## src/rtl/comms_processor_core_if.sv

```systemverilog
// comms_processor_core_if: GPP, control and data waveguide signals of one node.
// master = node environment (GPP + links), slave = comms_processor_core.
interface comms_processor_core_if;
  logic [15:0] node_id;
  logic [15:0] max_node;
  logic [31:0] control_rx_packet;
  logic        enable_rtr;
  logic        gpp_rtr_cp;
  logic [31:0] control_tx_packet;
  logic [15:0] data_rx_node_id;
  logic        data_rx_flag;
  logic        gpp_trf_cp;
  logic [31:0] data_rx_packet;
  logic        gpp_rtr_dp;
  logic [15:0] RAM_rx_data_out;
  logic        gpp_trf_dp;
  logic [15:0] gpp_tx_data;
  logic [31:0] data_tx_packet;

  modport master (
    output node_id, max_node, control_rx_packet,
    output enable_rtr, gpp_rtr_cp, data_rx_packet,
    output gpp_rtr_dp, gpp_trf_dp, gpp_tx_data,
    input  control_tx_packet, data_rx_node_id,
    input  data_rx_flag, gpp_trf_cp,
    input  RAM_rx_data_out, data_tx_packet
  );

  modport slave (
    input  node_id, max_node, control_rx_packet,
    input  enable_rtr, gpp_rtr_cp, data_rx_packet,
    input  gpp_rtr_dp, gpp_trf_dp, gpp_tx_data,
    output control_tx_packet, data_rx_node_id,
    output data_rx_flag, gpp_trf_cp,
    output RAM_rx_data_out, data_tx_packet
  );
endinterface

```

## src/rtl/comms_processor_core.sv

```systemverilog
// comms_processor_core: packs GPP words into data packets (TX LIFO) and
// buffers announced remote bursts (RX LIFO). Ports: clk, rst, bus (slave).
module comms_processor_core (
  input  logic clk,
  input  logic rst,
  comms_processor_core_if.slave bus
);

  localparam logic [15:0] GRANT = 16'hFFFF;

  typedef enum logic [1:0] {
    T_IDLE, T_REQ, T_SEND
  } tx_state_t;

  typedef enum logic [1:0] {
    R_IDLE, R_RECV, R_FULL, R_READ
  } rx_state_t;

  // control packet decode
  logic [15:0] ctrl_id;
  logic [15:0] ctrl_pl;
  logic        ctrl_ok;
  logic        grant_in;
  logic        announce;

  assign ctrl_id  = bus.control_rx_packet[31:16];
  assign ctrl_pl  = bus.control_rx_packet[15:0];
  assign ctrl_ok  = (ctrl_id != '0) &&
                    (ctrl_id <= bus.max_node);
  assign grant_in = ctrl_ok && (ctrl_pl == GRANT);
  assign announce = ctrl_ok && (ctrl_pl != '0) &&
                    (ctrl_pl <= 16'd16);

  // TX stack
  tx_state_t   tx_state;
  tx_state_t   tx_next;
  logic [4:0]  tx_cnt;
  logic [3:0]  tx_top;
  logic [15:0] tx_mem [16];
  logic        tx_push;
  logic        tx_pop;

  assign tx_top  = tx_cnt[3:0] - 4'd1;
  assign tx_push = (tx_state == T_IDLE) && bus.gpp_trf_dp &&
                   (tx_cnt < 5'd16);
  // popping follows the next state so the first word leaves on the
  // same edge that samples the grant
  assign tx_pop  = (tx_next == T_SEND) && (tx_cnt != '0);

  always_ff @(posedge clk or posedge rst) begin
    if (rst) tx_state <= T_IDLE;
    else     tx_state <= tx_next;
  end

  always_comb begin
    tx_next = tx_state;
    unique case (tx_state)
      T_IDLE:
        if (!bus.gpp_trf_dp && (tx_cnt != '0))
          tx_next = T_REQ;
      T_REQ:
        if (grant_in) tx_next = T_SEND;
      T_SEND:
        if (tx_cnt == '0) tx_next = T_IDLE;
      default: tx_next = T_IDLE;
    endcase
  end

  always_ff @(posedge clk or posedge rst) begin
    if (rst)          tx_cnt <= '0;
    else if (tx_push) tx_cnt <= tx_cnt + 5'd1;
    else if (tx_pop)  tx_cnt <= tx_cnt - 5'd1;
  end

  always_ff @(posedge clk) begin
    if (tx_push) tx_mem[tx_cnt[3:0]] <= bus.gpp_tx_data;
  end

  // RX stack
  rx_state_t   rx_state;
  rx_state_t   rx_next;
  logic [15:0] rx_src;
  logic [4:0]  rx_n;
  logic [4:0]  rx_cnt;
  logic [3:0]  rx_top;
  logic [15:0] rx_mem [16];
  logic        rx_grant;
  logic        rx_push;
  logic        rx_pop;

  assign rx_top   = rx_cnt[3:0] - 4'd1;
  assign rx_grant = (rx_state == R_IDLE) && announce;
  assign rx_push  = (rx_state == R_RECV) &&
                    (bus.data_rx_packet[31:16] == rx_src) &&
                    (rx_cnt < 5'd16);
  assign rx_pop   = (rx_state == R_READ) && bus.gpp_rtr_dp &&
                    (rx_cnt != '0);

  always_ff @(posedge clk or posedge rst) begin
    if (rst) rx_state <= R_IDLE;
    else     rx_state <= rx_next;
  end

  always_comb begin
    rx_next = rx_state;
    unique case (rx_state)
      R_IDLE:
        if (announce) rx_next = R_RECV;
      R_RECV:
        if (rx_push && (rx_cnt + 5'd1 == rx_n))
          rx_next = R_FULL;
      R_FULL:
        if (bus.enable_rtr && bus.gpp_rtr_cp)
          rx_next = R_READ;
      R_READ:
        if (rx_pop && (rx_cnt == 5'd1))
          rx_next = R_IDLE;
      default: rx_next = R_IDLE;
    endcase
  end

  always_ff @(posedge clk or posedge rst) begin
    if (rst) begin
      rx_src <= '0;
      rx_n   <= '0;
    end else if (rx_grant) begin
      rx_src <= ctrl_id;
      rx_n   <= ctrl_pl[4:0];
    end
  end

  always_ff @(posedge clk or posedge rst) begin
    if (rst)          rx_cnt <= '0;
    else if (rx_push) rx_cnt <= rx_cnt + 5'd1;
    else if (rx_pop)  rx_cnt <= rx_cnt - 5'd1;
  end

  always_ff @(posedge clk) begin
    if (rx_push)
      rx_mem[rx_cnt[3:0]] <= bus.data_rx_packet[15:0];
  end

  // next values of the registered outputs
  logic [31:0] ctrl_tx_d;
  logic [31:0] data_tx_d;
  logic [15:0] src_d;
  logic [15:0] ram_d;
  logic        flag_d;
  logic        trf_cp_d;

  always_comb begin
    ctrl_tx_d = '0;
    // the one-cycle RX grant wins; a pending request simply
    // shows again on the following cycle
    if (rx_grant)
      ctrl_tx_d = {bus.node_id, GRANT};
    else if (tx_next == T_REQ)
      ctrl_tx_d = {bus.node_id, 11'd0, tx_cnt};
    data_tx_d = '0;
    if (tx_pop)
      data_tx_d = {bus.node_id, tx_mem[tx_top]};
    flag_d   = (rx_next == R_FULL) || (rx_next == R_READ);
    src_d    = flag_d ? rx_src : '0;
    trf_cp_d = (rx_next == R_FULL);
    ram_d    = bus.RAM_rx_data_out;
    if (rx_pop) ram_d = rx_mem[rx_top];
  end

  always_ff @(posedge clk or posedge rst) begin
    if (rst) begin
      bus.control_tx_packet <= '0;
      bus.data_tx_packet    <= '0;
      bus.data_rx_node_id   <= '0;
      bus.data_rx_flag      <= 1'b0;
      bus.gpp_trf_cp        <= 1'b0;
      bus.RAM_rx_data_out   <= '0;
    end else begin
      bus.control_tx_packet <= ctrl_tx_d;
      bus.data_tx_packet    <= data_tx_d;
      bus.data_rx_node_id   <= src_d;
      bus.data_rx_flag      <= flag_d;
      bus.gpp_trf_cp        <= trf_cp_d;
      bus.RAM_rx_data_out   <= ram_d;
    end
  end

endmodule

```

## src/flat_wrapper.sv

```systemverilog
// flat-port wrapper written by rule: the top's interface ports become plain ports
module comms_processor_core_flat 
  (clk, rst, bus_node_id, bus_max_node, bus_control_rx_packet, bus_enable_rtr, bus_gpp_rtr_cp, bus_data_rx_packet, bus_gpp_rtr_dp, bus_gpp_trf_dp, bus_gpp_tx_data, bus_control_tx_packet, bus_data_rx_node_id, bus_data_rx_flag, bus_gpp_trf_cp, bus_RAM_rx_data_out, bus_data_tx_packet);
  comms_processor_core_if bus_i ();
  input  logic clk;
  input  logic rst;
  input wire logic [$bits(bus_i.node_id)-1:0] bus_node_id;
  input wire logic [$bits(bus_i.max_node)-1:0] bus_max_node;
  input wire logic [$bits(bus_i.control_rx_packet)-1:0] bus_control_rx_packet;
  input wire logic [$bits(bus_i.enable_rtr)-1:0] bus_enable_rtr;
  input wire logic [$bits(bus_i.gpp_rtr_cp)-1:0] bus_gpp_rtr_cp;
  input wire logic [$bits(bus_i.data_rx_packet)-1:0] bus_data_rx_packet;
  input wire logic [$bits(bus_i.gpp_rtr_dp)-1:0] bus_gpp_rtr_dp;
  input wire logic [$bits(bus_i.gpp_trf_dp)-1:0] bus_gpp_trf_dp;
  input wire logic [$bits(bus_i.gpp_tx_data)-1:0] bus_gpp_tx_data;
  output wire logic [$bits(bus_i.control_tx_packet)-1:0] bus_control_tx_packet;
  output wire logic [$bits(bus_i.data_rx_node_id)-1:0] bus_data_rx_node_id;
  output wire logic [$bits(bus_i.data_rx_flag)-1:0] bus_data_rx_flag;
  output wire logic [$bits(bus_i.gpp_trf_cp)-1:0] bus_gpp_trf_cp;
  output wire logic [$bits(bus_i.RAM_rx_data_out)-1:0] bus_RAM_rx_data_out;
  output wire logic [$bits(bus_i.data_tx_packet)-1:0] bus_data_tx_packet;
  assign bus_i.node_id = bus_node_id;
  assign bus_i.max_node = bus_max_node;
  assign bus_i.control_rx_packet = bus_control_rx_packet;
  assign bus_i.enable_rtr = bus_enable_rtr;
  assign bus_i.gpp_rtr_cp = bus_gpp_rtr_cp;
  assign bus_i.data_rx_packet = bus_data_rx_packet;
  assign bus_i.gpp_rtr_dp = bus_gpp_rtr_dp;
  assign bus_i.gpp_trf_dp = bus_gpp_trf_dp;
  assign bus_i.gpp_tx_data = bus_gpp_tx_data;
  assign bus_control_tx_packet = bus_i.control_tx_packet;
  assign bus_data_rx_node_id = bus_i.data_rx_node_id;
  assign bus_data_rx_flag = bus_i.data_rx_flag;
  assign bus_gpp_trf_cp = bus_i.gpp_trf_cp;
  assign bus_RAM_rx_data_out = bus_i.RAM_rx_data_out;
  assign bus_data_tx_packet = bus_i.data_tx_packet;
  comms_processor_core u_core (.clk(clk), .rst(rst), .bus(bus_i));
endmodule
```

## config.mk

```make
export PLATFORM = sky130hd
export DESIGN_NAME = comms_processor_core_flat
export DESIGN_NICKNAME = d
export VERILOG_FILES = /design/src/rtl/comms_processor_core_if.sv /design/src/rtl/comms_processor_core.sv /design/src/flat_wrapper.sv
export SDC_FILE = /design/constraint.sdc
export NUM_CORES = 1
export LEC_CHECK = 0
export CAP_MARGIN = 20
export CORE_MARGIN = 4
export CORE_UTILIZATION = 30
export CTS_CLUSTER_DIAMETER = 80
export DETAILED_ROUTE_END_ITERATION = 10
export GPL_TIMING_DRIVEN = 0
export MAX_ROUTING_LAYER = met4
export PLACE_DENSITY = 0.52
export SYNTH_ARGS = -nofsm -noshare
export SYNTH_HDL_FRONTEND = slang
export SYNTH_SLANG_ARGS = --single-unit
```

## constraint.sdc

```tcl
create_clock -name clk -period 5.2 [get_ports clk]
set_input_delay 1.04 -clock clk [delete_from_list [all_inputs] [get_ports clk]]
set_output_delay 1.04 -clock clk [all_outputs]
set_load 0.005 [all_outputs]
```

==> impl_metrics.yaml <==
worst_setup_path:
  cp.required_ns: 5.63
  critPathKind: "reg -> reg"
  worst-path-buf-inv: 7
  slowest_stage: "a211oi_1"
  path_cells: "clkbuf_1 -> buf_2 -> clkdlybuf4s15_2 -> inv_1 -> ha_1 -> clkbuf_1 -> clkbuf_2 -> clkbuf_2 -> mux4_2 -> mux2i_1 -> a211oi_1"
  max_stage_delay_ns: 0.71
  cp_top_family: "buffers and inverters"
  r2r_slack_ns: 0.34
  cp_max_fo: 10
  start_kind: "flip-flop"
  worstSetupEndpointType: "flip-flop"
  cp.arrival_ns: 5.29
sta:
  worst_slew_pin_slew_ns: 1.11
  setup_viol: 0
  max_freq_mhz: 206
  hold_viol: 0
  maxSlewHeadroom_pct: 25.7
  drv_slew: 0
  rsz0062_at_grt: "false"
  timing.final.ws_setup_ns: 0.338
  fin_crit_ns: 4.86
  setup_tns_ns: 0
  finClkSkew_ns: 0.0414
  final.period_utilization_pct: 93.5
power_and_ir_drop:
  leakagePower_nw: 10.9
  ir_drop_mv: 0.343
  power.density_nw_per_um2: 486
  p_total_w: 0.0154
clock_network:
  cts.clk_slew.worst_paths_ns: 0.06
  root_buffer: "clkbuf_16"
  cts_tree: "yes"
  ctsHoldBuffers: 0
  cts.sinks: 635
  clockBufferDepth: 3
  clk_latency_ns: 0.62
  htreeDepth: 3
  cts_made_buffers: 72
  cts-resized-gates: 5
  postCtsSetupRepairBufs: 0
synthesis:
  synth_edf_count: 512
  yosysTopAreaCellShare_pct: 61.6
  synth_ff_type: "edfxtp_1"
  synthTopCellsByArea: "edfxtp_1, mux4_2, dfrtp_1"
  netlist_instances: 1250
  synth_cell_types: 55
  async_reset_ff_share_pct: 19.4
  synth_nets: 1398
  syn-cell-area_um2: 25000
  avgSynthCellArea_um2: 20.0
  ys_seq_area_share_pct: 73.9
  yosys.area.top_type: "edfxtp_1"
  ys_ff_latch: 635
  synth-warning-count: 0
layout:
  layout.cells.non_filler: 2716
  multi_input_area_um2: 6220
  regArea_um2: 18500
  nFillCells: 7466
  syn2layout_area_growth_pct: 26.9
  fin_nets: 1731
  utilization_pct: 38.5
  drive_above_1_share_pct: 25.0
global_routing:
  grt_use_total_pct: 14.6
  overflow: 0
  globalRoute.busiestLayer: "met2"
  use_met3_pct: 3.42
  globalRouteMet1Util_pct: 18.0
  grt_util_met2_pct: 24.5
  antenna_found_initial: 5
  grt_start_max_net_pins: 67
  grt_pass1_wl_mm: 91.3
  grt_pass1_vias: 13900
detailed_routing:
  finalWirelength_mm: 63.1
  post_drt_wl_per_cell_um: 23.2
  route.detailed.drc: 0
  ant_nets: 0
  drt_iter0_markers: 817
  first_pass_iters: 4
  vias: 13000
  via_per_inst: 4.77
placement:
  place.detailed.hpwl_mm: 43.9
  place_congestion: 0.766
  port_buffers: 215
  place_inst: 2578
  place_ws_ns: -0.547
floorplanning:
  die_h_um: 297
  io_pins: 216
  dieArea_um2: 87900
  num_rows: 105
  core_area_um2: 82200
  die_width_um: 297
  start_util_pct: 30.4
flow_run:
  cap_violations: 0
min_path:
  hp-class: "reg -> reg"
status:
  status: "complete, no violations"
[layer usage]
metal / part of all wire (%) / up-vias
li1: - / 5682
met1: 42 / 6818
met2: 50 / 359
met3: 5.9 / 92
met4: 1.8 / 0
met5: 0 / -
[power breakdown]
group          total [W]  switching, W  internal, W
combinational    0.00465       0.00242      0.00223
sequential       0.00573     0.0000990      0.00563
clock            0.00503       0.00212      0.00292
total             0.0154       0.00463       0.0108
[synth_stat cells, drive strengths merged, types with 3 or more instances]
library cell / number
edfxtp: 512
mux4: 144
dfrtp: 123
and2: 49
mux2: 40
nor2: 37
clkbuf: 35
a211oi: 32
buf: 30
ha: 29
inv: 26
xor2: 20
mux2i: 18
nand2: 18
nor2b: 17
nor3: 13
nor4: 13
a21oi: 12
xnor2: 12
nand4: 11
a21o: 10
o21ai: 7
nand2b: 4
nand3: 4
nand3b: 3
o211ai: 3
[state kept, by name (all words and copies together) (netlist names)]
name and count:
u_core.bus.RAM_rx_data_out 16, u_core.bus.control_tx_packet 22, u_core.bus.data_rx_flag 1, u_core.bus.data_rx_node_id 16, u_core.bus.data_tx_packet 32, u_core.bus.gpp_trf_cp 1, u_core.rx_cnt 5, u_core.rx_mem 256
u_core.rx_n 5, u_core.rx_src 16, u_core.rx_state 2, u_core.tx_cnt 5, u_core.tx_mem 256, u_core.tx_state 2
[layout by cell type (no fill, tap or decap), types with 17 or more instances in the layout]
master           instances
dfrtp_1                123
clkdlybuf4s50_1        215
mux2i_1                 18
clkbuf_1                37
mux4_2                 144
inv_1                   25
buf_8                   20
a211oi_1                31
xor2_1                  20
edfxtp_1               512
nand2_1                 18
mux2_2                  40
nor2_2                  25
nor2b_1                 17
ha_1                    29
clkbuf_16               73
and2_1                  48
[stage by stage]
step	hold WS [ns]	cell area, µm²
5_1_grt	0.515	31700
2_1_floorplan	0.492	25000
4_1_cts	0.510	31600
3_5_place_dp	0.498	29300
6_report	0.506	31700
3_3_place_gp	0.490	28500
[final cells by class]
| type | instances | share of cell area (%) |
|---|---|---|
| Antenna cell | 6 | 0.0474 |
| Buffer | 65 | 1.06 |
| Clock buffer | 85 | 6.00 |
| Clock inverter | 46 | 1.52 |
| Inverter | 26 | 0.324 |
| Multi-Input combinational cell | 524 | 19.6 |
| Sequential cell | 635 | 58.2 |
| Tap cell | 1070 | 4.22 |
| Timing Repair Buffer | 259 | 8.98 |
[kinds of logic after synthesis]
group                    Yosys count  synth area share, %
adder cells (fa/ha/maj)           30                 1.53
XOR/XNOR                          32                 1.12
flip-flops                       635                 73.9
multiplexers                     202                 15.5
AO/OA/AOI/OAI                     78                 2.18
buffers and inverters             91                 1.65
AND/OR/NAND/NOR                  182                 4.11
[path summary, 6_finish.rpt]
check                      cells after the start                               to                           from
min                                            1    u_core.bus.RAM_rx_data_out[8]  u_core.bus.RAM_rx_data_out[8]
max reg2reg                                   11    u_core.bus.data_tx_packet[13]               u_core.tx_cnt[0]
max                                           11    u_core.bus.data_tx_packet[13]               u_core.tx_cnt[0]
min in group asynchronous                      2    u_core.bus.RAM_rx_data_out[2]                            rst
max in group asynchronous                      3  u_core.bus.control_tx_packet[1]                            rst
min reg2reg                                    1    u_core.bus.RAM_rx_data_out[8]  u_core.bus.RAM_rx_data_out[8]
No activity file was read; power rests on OpenSTA's default activity.
==> RTL change, RTL diff (same settings) <==
The 4 states of `rx_state_t` get a one-hot encoding in 4 bits.
--- a/src/rtl/comms_processor_core.sv
+++ b/src/rtl/comms_processor_core.sv
@@ -12,8 +12,8 @@
     T_IDLE, T_REQ, T_SEND
   } tx_state_t;
 
-  typedef enum logic [1:0] {
-    R_IDLE, R_RECV, R_FULL, R_READ
+  typedef enum logic [3:0] {
+    R_IDLE = 4'b0001, R_RECV = 4'b0010, R_FULL = 4'b0100, R_READ = 4'b1000
   } rx_state_t;
 
   // control packet decode
Formal check against the unedited RTL: same outputs for any inputs over 4 cycles, from zero or initial values and one cycle with rst high; so few cycles prove little.
==> RTL change against the original RTL <==
  * Wire length is 0.30% higher
  * Worst setup slack improved by 62 ps
  * Cell area is 0.75% higher
  * Non-clock buffer count is 2 higher
  * Sequential cell count grew 2
  * Clock skew grew 2.3 ps
  * Area after synthesis increased by 1.1%
  * Highest routed layer unchanged
Power is not compared: it rests on default switching activity, and its combinational part moved more than twofold at a synthesized area within 25%.
==> RTL change: results (changes against the original RTL) <==
| Metric | Value |
|---|---|
| Outcome | completed |
| DR vias | 13500 (+3.9%) |
| Tot Pwr | 12.4 mW |
| Fin nets | 1866 (+7.8%) |
| DP Worst Slack | 42.9 ps (+590 ps) |
| Async SR Flop Fraction | 19.6% (+0.25 points) |
| Clock Root Buffer | clkbuf_16 |
| Worst slew pin tran | 1060 ps (-42.0 ps) |
| Layout area overhead | 26.4% |
| Avg Synthesized Cell Area | 18.2 sq um (-9.0%) |
| Final TNS setup | 0 ps (unchanged) |
| CTS resizes | 1 (-4) |
| Fin cells | 2860 (+5.3%) |
| Fillers | 7715 (+3.3%) |
| Fraction of layout cells with a size suffix above 1 | 20.9% (-4.1 points) |
| Clock Tree Buf Depth | 3 (unchanged) |
| Hold path start | u_core.bus.RAM_rx_data_out[12]$_DFFE_PP0P_ |
| Max incr delay on CP | 690 ps (-20 ps) |
| Total of warnings raised by yosys | 0 (unchanged) |
| Total CTS buffers | 73 (+1.4%) |
| Wire per inst | 22.1 um (-4.8%) |
| Synth area leaders | edfxtp_1 61%, dfrtp_1 12%, mux4_2 11% |
| Pin count of the biggest net entering global routing | 82 (+22%) |
| Clock Skews | 43.7 ps (+2.27 ps) |
| Post-synth top cells | 512 x edfxtp_1, 128 x mux4_2, 124 x dfrtp_1 |
| Library cells used by synthesis | 52 (-5.5%) |
| Hold crit path type | reg2reg |
| Seq group | roughly 5.6 mW |
| Total GRT Usage | 14.5% (-0.068 points) |
| Number of global-route vias before repair | 14600 (+4.9%) |
| Crit Path Max Fanout | 10 (unchanged) |
| Iter 0 DRT Violations | 1068 (+31%) |
| First-pass GRT wire length | 94600 um (+3.6%) |
| Seq/Total Area, Yosys | 73.3% (-0.62 points) |
| Inst Count DP | 2723 (+5.6%) |
| Hpwl dp | 44200 um (+0.71%) |
| Syn_nets | 1537 (+9.9%) |
| Area after DPL | 29400 sq um (+0.48%) |
| Pre-antenna DRT Iters | 5 (+1) |
| Worst IR drop on VDD | roughly 220 uV |
| Critical Path AT | 5240 ps (-50 ps) |
| Slowest-stage cell, CP | clkbuf_1 |
| GPL Wtd Cong | 0.765 (-0.25%) |
| Initial antenna violation count | 5 (unchanged) |
| Primary FF master, synth | edfxtp_1 |
## RTL change: logic make-up (layout without fill, tap and decap cells)
| group | count (synthesis) | count (layout) | share of synthesized area, % |
|---|---|---|---|
| fa+ha+maj | 30 | 30 | 1.52 |
| other cells | 0 | 2 | 0 |
| simple gates | 306 | 306 | 6.08 |
| mux | 180 | 180 | 13.6 |
| flops | 637 | 637 | 73.3 |
| compound gates | 103 | 103 | 2.63 |
| buf+inv | 98 | 487 | 1.73 |
| xor+xnor | 35 | 35 | 1.21 |
## RTL change: per-layer routing
metal | up-vias | GRT usage, % | routed length, um
li1 | 6060 | - | -
met1 | 7030 | 18.2 | 26800
met2 | 300 | 24.5 | 32500
met3 | 64 | 2.97 | 3120
met4 | 0 | 3.45 | 867
met5 | - | - | 0
## RTL change: cell type report
class                           instances  share of cell area [%]
Multi-Input combinational cell        654                    20.1
Buffer                                 72                    1.09
Timing Repair Buffer                  254                    8.41
Tap cell                             1080                    4.23
Sequential cell                       637                    58.0
Clock inverter                         36                    1.63
Antenna cell                            2                  0.0157
Inverter                               26                   0.321
Clock buffer                           99                    6.25
## RTL change: final timing paths
check | slack, ps | end | cells after the start
max in group asynchronous | 3530 | u_core.tx_cnt[2]$_DFFE_PP0P_ | 3
max | 400 | u_core.bus.data_tx_packet[11]$_DFF_PP0_ | 11
min | 480 | u_core.bus.RAM_rx_data_out[12]$_DFFE_PP0P_ | 2
max reg2reg | 400 | u_core.bus.data_tx_packet[11]$_DFF_PP0_ | 11
min in group asynchronous | 860 | u_core.bus.data_rx_node_id[14]$_DFF_PP0_ | 2
min reg2reg | 480 | u_core.bus.RAM_rx_data_out[12]$_DFFE_PP0P_ | 2
